$ cat config.mk
export PLATFORM = sky130hd
export DESIGN_NAME = alu_mc
export DESIGN_NICKNAME = d
export VERILOG_FILES = /design/src/rtl/alu_pkg.sv /design/src/rtl/alu_mc_mul_iter.sv /design/src/rtl/alu_mc.sv
export SDC_FILE = /design/constraint.sdc
export NUM_CORES = 1
export LEC_CHECK = 0
export ABC_CLOCK_PERIOD_IN_PS = 9370
export BUFFER_PORTS_ARGS = -buffer_cell sky130_fd_sc_hd__buf_2
export CAP_MARGIN = 10
export CORE_MARGIN = 4
export CORE_UTILIZATION = 45
export CTS_CLUSTER_SIZE = 20
export DETAILED_ROUTE_END_ITERATION = 6
export HOLD_SLACK_MARGIN = 0.05
export PLACE_DENSITY_LB_ADDON = 0.08
export SETUP_SLACK_MARGIN = 0.2
export SLEW_MARGIN = 15
export SYNTH_ARGS = -nofsm -noshare
export SYNTH_HDL_FRONTEND = slang
export SYNTH_HIERARCHICAL = 1
export SYNTH_SLANG_ARGS = --single-unit
export TNS_END_PERCENT = 20
$ cat constraint.sdc
create_clock -name clk -period 9.37 [get_ports clk]
set_clock_uncertainty 0.2 [all_clocks]
set_input_delay 0.4685 -clock clk [delete_from_list [all_inputs] [get_ports clk]]
set_output_delay 0.4685 -clock clk [all_outputs]
set_load 0.01 [all_outputs]
$ cat src/rtl/alu_pkg.sv
// Shared types for alu_mc: opcodes, flag bit positions, FSM states and
// the per-opcode flag-enable table.
package alu_pkg;

  typedef enum logic [3:0] {
    OP_ADD    = 4'd0,
    OP_SUB    = 4'd1,
    OP_XOR    = 4'd2,
    OP_SLL    = 4'd4,
    OP_SRA    = 4'd5,
    OP_ROR    = 4'd6,
    OP_PADDSB = 4'd7,
    OP_MUL    = 4'd8
  } opcode_e;

  localparam int unsigned FLAG_Z = 2;
  localparam int unsigned FLAG_V = 1;
  localparam int unsigned FLAG_N = 0;

  typedef enum logic {
    ST_IDLE = 1'b0,
    ST_BUSY = 1'b1
  } state_e;

  // Which flags an opcode may write, returned as {zen, ven, nen}.
  function automatic logic [2:0] flag_en(input opcode_e op);
    case (op)
      OP_ADD, OP_SUB, OP_MUL:         flag_en = 3'b111;
      OP_XOR, OP_SLL, OP_SRA, OP_ROR: flag_en = 3'b100;
      default:                        flag_en = 3'b000;
    endcase
  endfunction

endpackage

$ cat src/rtl/alu_mc_mul_iter.sv
// Iterative shift-add unsigned multiplier, one multiplier bit per cycle.
// done_c/product_c present the final product in the cycle of the last step.
module mul_iter #(
  parameter int unsigned WIDTH = 16
) (
  input  logic                 clk,
  input  logic                 rst,
  input  logic                 start,
  input  logic                 hold,
  input  logic [WIDTH-1:0]     a,
  input  logic [WIDTH-1:0]     b,
  output logic                 busy,
  output logic                 done_c,
  output logic [2*WIDTH-1:0]   product_c
);

  localparam int unsigned CW = $clog2(WIDTH + 1);

  logic                 busy_q, busy_d;
  logic [CW-1:0]        count_q, count_d;
  logic [WIDTH-1:0]     mcand_q, mcand_d;
  logic [2*WIDTH-1:0]   prod_q, prod_d;
  logic [WIDTH:0]       sum_c;

  // prod holds {partial sum, remaining multiplier bits}; shifts right each step.
  always_comb begin
    busy_d  = busy_q;
    count_d = count_q;
    mcand_d = mcand_q;
    prod_d  = prod_q;
    sum_c   = {1'b0, prod_q[2*WIDTH-1:WIDTH]} + (prod_q[0] ? {1'b0, mcand_q} : '0);
    if (!busy_q) begin
      if (start) begin
        busy_d  = 1'b1;
        count_d = CW'(WIDTH);
        mcand_d = a;
        prod_d  = {{WIDTH{1'b0}}, b};
      end
    end else begin
      if (count_q != '0) begin
        count_d = count_q - CW'(1);
        prod_d  = {sum_c, prod_q[WIDTH-1:1]};
      end
      if ((count_d == '0) && !hold) begin
        busy_d = 1'b0;
      end
    end
  end

  always_ff @(posedge clk or posedge rst) begin
    if (rst) begin
      busy_q  <= 1'b0;
      count_q <= '0;
      mcand_q <= '0;
      prod_q  <= '0;
    end else begin
      busy_q  <= busy_d;
      count_q <= count_d;
      mcand_q <= mcand_d;
      prod_q  <= prod_d;
    end
  end

  assign busy      = busy_q;
  assign done_c    = busy_q && (count_q <= CW'(1));
  assign product_c = prod_d;

endmodule

$ cat src/rtl/alu_mc.sv
// Multi-cycle execute-stage ALU with valid/ready handshake, registered
// result/flags, saturating arithmetic and an iterative MUL.
module alu_mc
  import alu_pkg::*;
#(
  parameter int unsigned WIDTH = 16
) (
  input  logic             clk,
  input  logic             rst,
  input  logic             in_valid,
  output logic             in_ready,
  input  logic [3:0]       opcode,
  input  logic [WIDTH-1:0] a,
  input  logic [WIDTH-1:0] b,
  output logic             out_valid,
  input  logic             out_ready,
  output logic [WIDTH-1:0] result,
  output logic [2:0]       flags
);

  localparam int unsigned SHW   = $clog2(WIDTH);
  localparam int unsigned LANES = WIDTH / 4;
  localparam logic [WIDTH-1:0] SMAX = {1'b0, {(WIDTH-1){1'b1}}};
  localparam logic [WIDTH-1:0] SMIN = {1'b1, {(WIDTH-1){1'b0}}};

  state_e               state_q, state_d;
  logic                 out_valid_q, out_valid_d;
  logic [WIDTH-1:0]     result_q, result_d;
  logic [2:0]           flags_q, flags_d;

  opcode_e              op_c;
  logic [SHW-1:0]       sh_c;
  logic [WIDTH-1:0]     sum_c, diff_c, alu_res_c;
  logic                 add_ovf_c, sub_ovf_c, alu_v_c;
  logic [2*WIDTH-1:0]   ror_c;
  logic [4:0]           lane_c;

  logic                 slot_free_c, accept_c, mul_start_c;
  logic                 mul_busy, mul_done_c;
  logic [2*WIDTH-1:0]   mul_prod_c;
  logic                 wr_c;
  logic [WIDTH-1:0]     wr_res_c;
  logic [2:0]           wr_flg_c, wr_en_c;

  // Single-cycle datapath: saturating add/sub, logic, shifts, nibble adder.
  always_comb begin
    op_c      = opcode_e'(opcode);
    sh_c      = b[SHW-1:0];
    sum_c     = a + b;
    diff_c    = a - b;
    add_ovf_c = (a[WIDTH-1] == b[WIDTH-1]) && (sum_c[WIDTH-1] != a[WIDTH-1]);
    sub_ovf_c = (a[WIDTH-1] != b[WIDTH-1]) && (diff_c[WIDTH-1] != a[WIDTH-1]);
    ror_c     = {a, a} >> sh_c;
    alu_res_c = '0;
    alu_v_c   = 1'b0;
    lane_c    = '0;
    case (op_c)
      OP_ADD: begin
        alu_res_c = add_ovf_c ? (a[WIDTH-1] ? SMIN : SMAX) : sum_c;
        alu_v_c   = add_ovf_c;
      end
      OP_SUB: begin
        alu_res_c = sub_ovf_c ? (a[WIDTH-1] ? SMIN : SMAX) : diff_c;
        alu_v_c   = sub_ovf_c;
      end
      OP_XOR: alu_res_c = a ^ b;
      OP_SLL: alu_res_c = a << sh_c;
      OP_SRA: alu_res_c = WIDTH'($signed(a) >>> sh_c);
      OP_ROR: alu_res_c = ror_c[WIDTH-1:0];
      OP_PADDSB: begin
        // Sign-extended 5-bit lane sum; bits 4 and 3 differ on overflow.
        for (int i = 0; i < LANES; i++) begin
          lane_c = {a[4*i+3], a[4*i +: 4]} + {b[4*i+3], b[4*i +: 4]};
          if (lane_c[4] != lane_c[3]) begin
            alu_res_c[4*i +: 4] = lane_c[4] ? 4'h8 : 4'h7;
          end else begin
            alu_res_c[4*i +: 4] = lane_c[3:0];
          end
        end
      end
      default: alu_res_c = '0;
    endcase
  end

  // Control FSM: accept, launch MUL, write result slot, flag update.
  always_comb begin
    state_d     = state_q;
    out_valid_d = out_valid_q;
    result_d    = result_q;
    flags_d     = flags_q;
    slot_free_c = !out_valid_q || out_ready;
    in_ready    = (state_q == ST_IDLE) && slot_free_c;
    accept_c    = in_valid && in_ready;
    mul_start_c = 1'b0;
    wr_c        = 1'b0;
    wr_res_c    = alu_res_c;
    wr_flg_c    = '0;
    wr_en_c     = '0;
    if (out_ready) begin
      out_valid_d = 1'b0;
    end
    case (state_q)
      ST_IDLE: begin
        if (accept_c) begin
          if (op_c == OP_MUL) begin
            mul_start_c = 1'b1;
            state_d     = ST_BUSY;
          end else begin
            wr_c             = 1'b1;
            wr_res_c         = alu_res_c;
            wr_flg_c[FLAG_Z] = (alu_res_c == '0);
            wr_flg_c[FLAG_V] = alu_v_c;
            wr_flg_c[FLAG_N] = alu_res_c[WIDTH-1];
            wr_en_c          = flag_en(op_c);
          end
        end
      end
      ST_BUSY: begin
        if (mul_busy && mul_done_c && slot_free_c) begin
          wr_c             = 1'b1;
          wr_res_c         = mul_prod_c[WIDTH-1:0];
          wr_flg_c[FLAG_Z] = (mul_prod_c[WIDTH-1:0] == '0);
          wr_flg_c[FLAG_V] = |mul_prod_c[2*WIDTH-1:WIDTH];
          wr_flg_c[FLAG_N] = mul_prod_c[WIDTH-1];
          wr_en_c          = flag_en(OP_MUL);
          state_d          = ST_IDLE;
        end
      end
      default: state_d = ST_IDLE;
    endcase
    if (wr_c) begin
      result_d    = wr_res_c;
      out_valid_d = 1'b1;
      flags_d     = (flags_q & ~wr_en_c) | (wr_flg_c & wr_en_c);
    end
  end

  always_ff @(posedge clk or posedge rst) begin
    if (rst) begin
      state_q     <= ST_IDLE;
      out_valid_q <= 1'b0;
      result_q    <= '0;
      flags_q     <= '0;
    end else begin
      state_q     <= state_d;
      out_valid_q <= out_valid_d;
      result_q    <= result_d;
      flags_q     <= flags_d;
    end
  end

  mul_iter #(.WIDTH(WIDTH)) u_mul (
    .clk       (clk),
    .rst       (rst),
    .start     (mul_start_c),
    .hold      (!slot_free_c),
    .a         (a),
    .b         (b),
    .busy      (mul_busy),
    .done_c    (mul_done_c),
    .product_c (mul_prod_c)
  );

  assign out_valid = out_valid_q;
  assign result    = result_q;
  assign flags     = flags_q;

endmodule

==> results.py <==
metrics = {
    "clock_tree": {
        "cts-htree-levels": 3,
        "clockBufferDepth": 2,
        "cts_tree": "done",
        "cts_made_buffers": 9,
        "ctsResizeCount": 0,
        "cts.sinks": 75,
        "cts.clk_slew.worst_paths_ns": 0.06,
        "cts.hold.buffers_added": 0,
        "cts_root_buf": "clkbuf_16",
        "clock_latency_ns": 0.34,
        "post_cts_buffers": 0,
    },
    "worst_setup_path": {
        "max_stage_delay_ns": 0.67,
        "timing.reg2reg.worst_path_depth": 12,
        "setup.worst_path.start": "b[2]",
        "worstSetupPathDepth": 22,
        "path_delay_family": "compound AO/OA/AOI/OAI gates",
        "path_class": "in2reg",
        "cp_cell_sequence": "buf_2 > buf_4 > inv_1 > ha_1 > o2111a_1 > nor3b_1 > o41ai_1 > buf_4 > nand3_1 > a31oi_1 > a21o_1 > a21oi_1 > fa_1 > nand3_1 > nand2_1 > o21ai_0 > a21oi_1 > nor4bb_1 > nand4b_1 > a2111oi_0 > nand4_1 > o41ai_2",
        "crit_buf_inv": 4,
        "arrival_ns": 6.67,
        "crit_path_start_kind": "primary input",
        "crit_required_ns": 9.41,
        "critPathMaxFanout": 60,
        "crit_path_top_delay_cell": "fa_1",
        "r2r_slack_ns": 5.35,
        "r2r-start": "u_mul/prod_q[0]$_DFF_PP0_",
        "cp-end-kind": "flip-flop",
    },
    "final_layout": {
        "drive_gt1_share_pct": 13.9,
        "fillCellCount": 2151,
        "instances_no_fill": 1522,
        "layout_commonest_cell": "nand2_1",
        "diodes": 0,
        "multi_input_area_um2": 7410,
        "syn2layout_area_growth_pct": 6.31,
        "layout_common_cells": "nand2_1 (121), nor2_1 (96), a21oi_1 (82)",
        "register_area_um2": 1880,
        "fin_nets": 1335,
        "fin_area_um2": 10600,
    },
    "timing": {
        "period_share_pct": 70.8,
        "finalSetupTns_ns": 0,
        "finalSetupViolations": 0,
        "drv_slew": 0,
        "hold_violations": 0,
        "max-slew-margin-rel_pct": 23.2,
        "rsz0062_at_grt": "no",
        "worst_pin_slew_ns": 1.14,
        "fin_ws_ns": 2.74,
        "min_period_ns": 6.63,
        "max_freq_mhz": 151,
    },
    "drt": {
        "vias": 10300,
        "wl_met1_um": 17800,
        "dr_wl_met2_um": 17300,
        "wirelength_um": 38500,
        "wl_met3_um": 2100,
        "wl_per_cell_um": 25.3,
        "drt_iter0_drc": 1116,
        "drtPass1Iterations": 7,
        "topRoutingLayerUsed": "met4",
        "viasPerCell": 6.74,
        "ant_nets": 0,
        "drc": 0,
    },
    "placement": {
        "numPortBuffers": 60,
        "place_inst": 1506,
        "post-dp-hpwl_um": 28800,
        "post-place-ws_ns": 2.51,
        "place_area_um2": 10200,
        "gp_congestion": 0.998,
    },
    "grt": {
        "gr-usage-all-layers_pct": 30.6,
        "grt-ovfl-total": 0,
        "grt_max_degree": 61,
        "grt_pass1_vias": 9438,
        "antenna_found_initial": 0,
        "grt_pass1_wl_um": 58000,
    },
    "floorplanning": {
        "die_x_um": 157,
        "dieArea_um2": 24500,
        "initial_core_util_pct": 45.7,
        "io_pins": 61,
        "placement_rows": 54,
        "core-area_um2": 21800,
        "die_h_um": 157,
    },
    "yosys": {
        "synth_cells": 1252,
        "synth_edf_count": 0,
        "syn_avg_cell_area_um2": 7.94,
        "syn_area_um2": 9940,
        "ys_seq_area_share_pct": 18.9,
        "yosys_most_used_dff": "dfrtp_1",
        "async_reset_ff_share_pct": 100,
        "synth_fp_nets": 1350,
        "synth.ff_latch_count": 75,
        "yosysUniqueCellTypes": 90,
        "ys_warn_count": 6,
    },
    "power": {
        "finalPower_mw": 2.23,
        "p_per_area_nw_per_um2": 212,
        "peakVddDrop_uv": 133,
        "p_leak_nw": 4.34,
    },
    "min_path": {
        "hold_class": "in2async",
    },
    "status": {
        "status": "complete, no violations",
    },
    "job": {
        "drv_cap": 0,
    },
}
[cell usage after synthesis, types with 21 or more instances]
cell type | instances | area share [%]
a211oi_1 | 36 | 2.7
a21oi_1 | 82 | 4.1
a31oi_1 | 35 | 2.2
and2_1 | 22 | 1.4
buf_2 | 29 | 1.5
clkbuf_1 | 54 | 2.0
dfrtp_1 | 75 | 19
ha_1 | 51 | 6.4
inv_1 | 43 | 1.6
mux2_2 | 29 | 3.3
mux2i_1 | 23 | 2.3
mux4_2 | 24 | 5.4
nand2_1 | 121 | 4.6
nand2b_1 | 21 | 1.3
nand3_1 | 26 | 1.3
nor2_1 | 97 | 3.7
nor2b_1 | 35 | 2.2
nor3_1 | 23 | 1.2
o211ai_1 | 21 | 1.6
o21ai_0 | 60 | 3.0
[kinds of logic after synthesis]
family          Yosys count  share of synthesized area [%]
flops                    75                           18.9
fa+ha+maj                61                           8.13
mux                      89                           12.7
xor+xnor                 29                           2.56
simple gates            448                           23.4
buf+inv                 149                           6.63
compound gates          401                           27.7
[per-layer routing]
metal / vias to the layer above / global-route usage, %
li1: 4726 / -
met1: 5039 / 44.9
met2: 435 / 47.5
met3: 62 / 2.13
met4: 0 / 10.7
met5: - / 0
[registers in the layout, summed over array words and instances, names as in the netlist, named ones only]
name / cells
result: 16
u_mul/busy: 1
u_mul/prod_q: 32
state_q: 1
u_mul/count_q: 5
out_valid: 1
u_mul/mcand_q: 16
[where the power goes]
group / total (mW) / switching [mW] / leakage [nW] / internal (mW)
Clock: 0.390 / 0.147 / 0.164 / 0.243
Sequential: 0.580 / 0.115 / 0.921 / 0.465
Combinational: 1.26 / 0.779 / 3.26 / 0.486
[worst min path at each step]
stage	start	depth (start not counted)	end
after floorplan	rst	1	async pin
after global placement	u_mul/mcand_q[10]$_DFFE_PP0P_	1	u_mul/mcand_q[10]$_DFFE_PP0P_
after detailed placement	flip-flop	2	flip-flop
after CTS	rst	2	result[9]$_DFFE_PP0P_
after global routing	rst	2	result[9]$_DFFE_PP0P_
final	rst	2	result[7]$_DFFE_PP0P_
[per-stage QoR]
step                hold slack, ns  util [%]
floorplan                    0.245         -
global placement             0.281      47.0
detailed placement           0.290      47.0
CTS                          0.112      48.6
global route                 0.185      48.6
finish                      0.0968      48.6
[layout make-up]
type	instances	area share, %
Multi-Input combinational cell	1028	70.1
Clock inverter	6	0.900
Tap cell	280	3.32
Sequential cell	75	17.8
Clock buffer	10	2.26
Inverter	48	1.71
Timing Repair Buffer	75	3.91
Power figures use the tool's default switching activity.
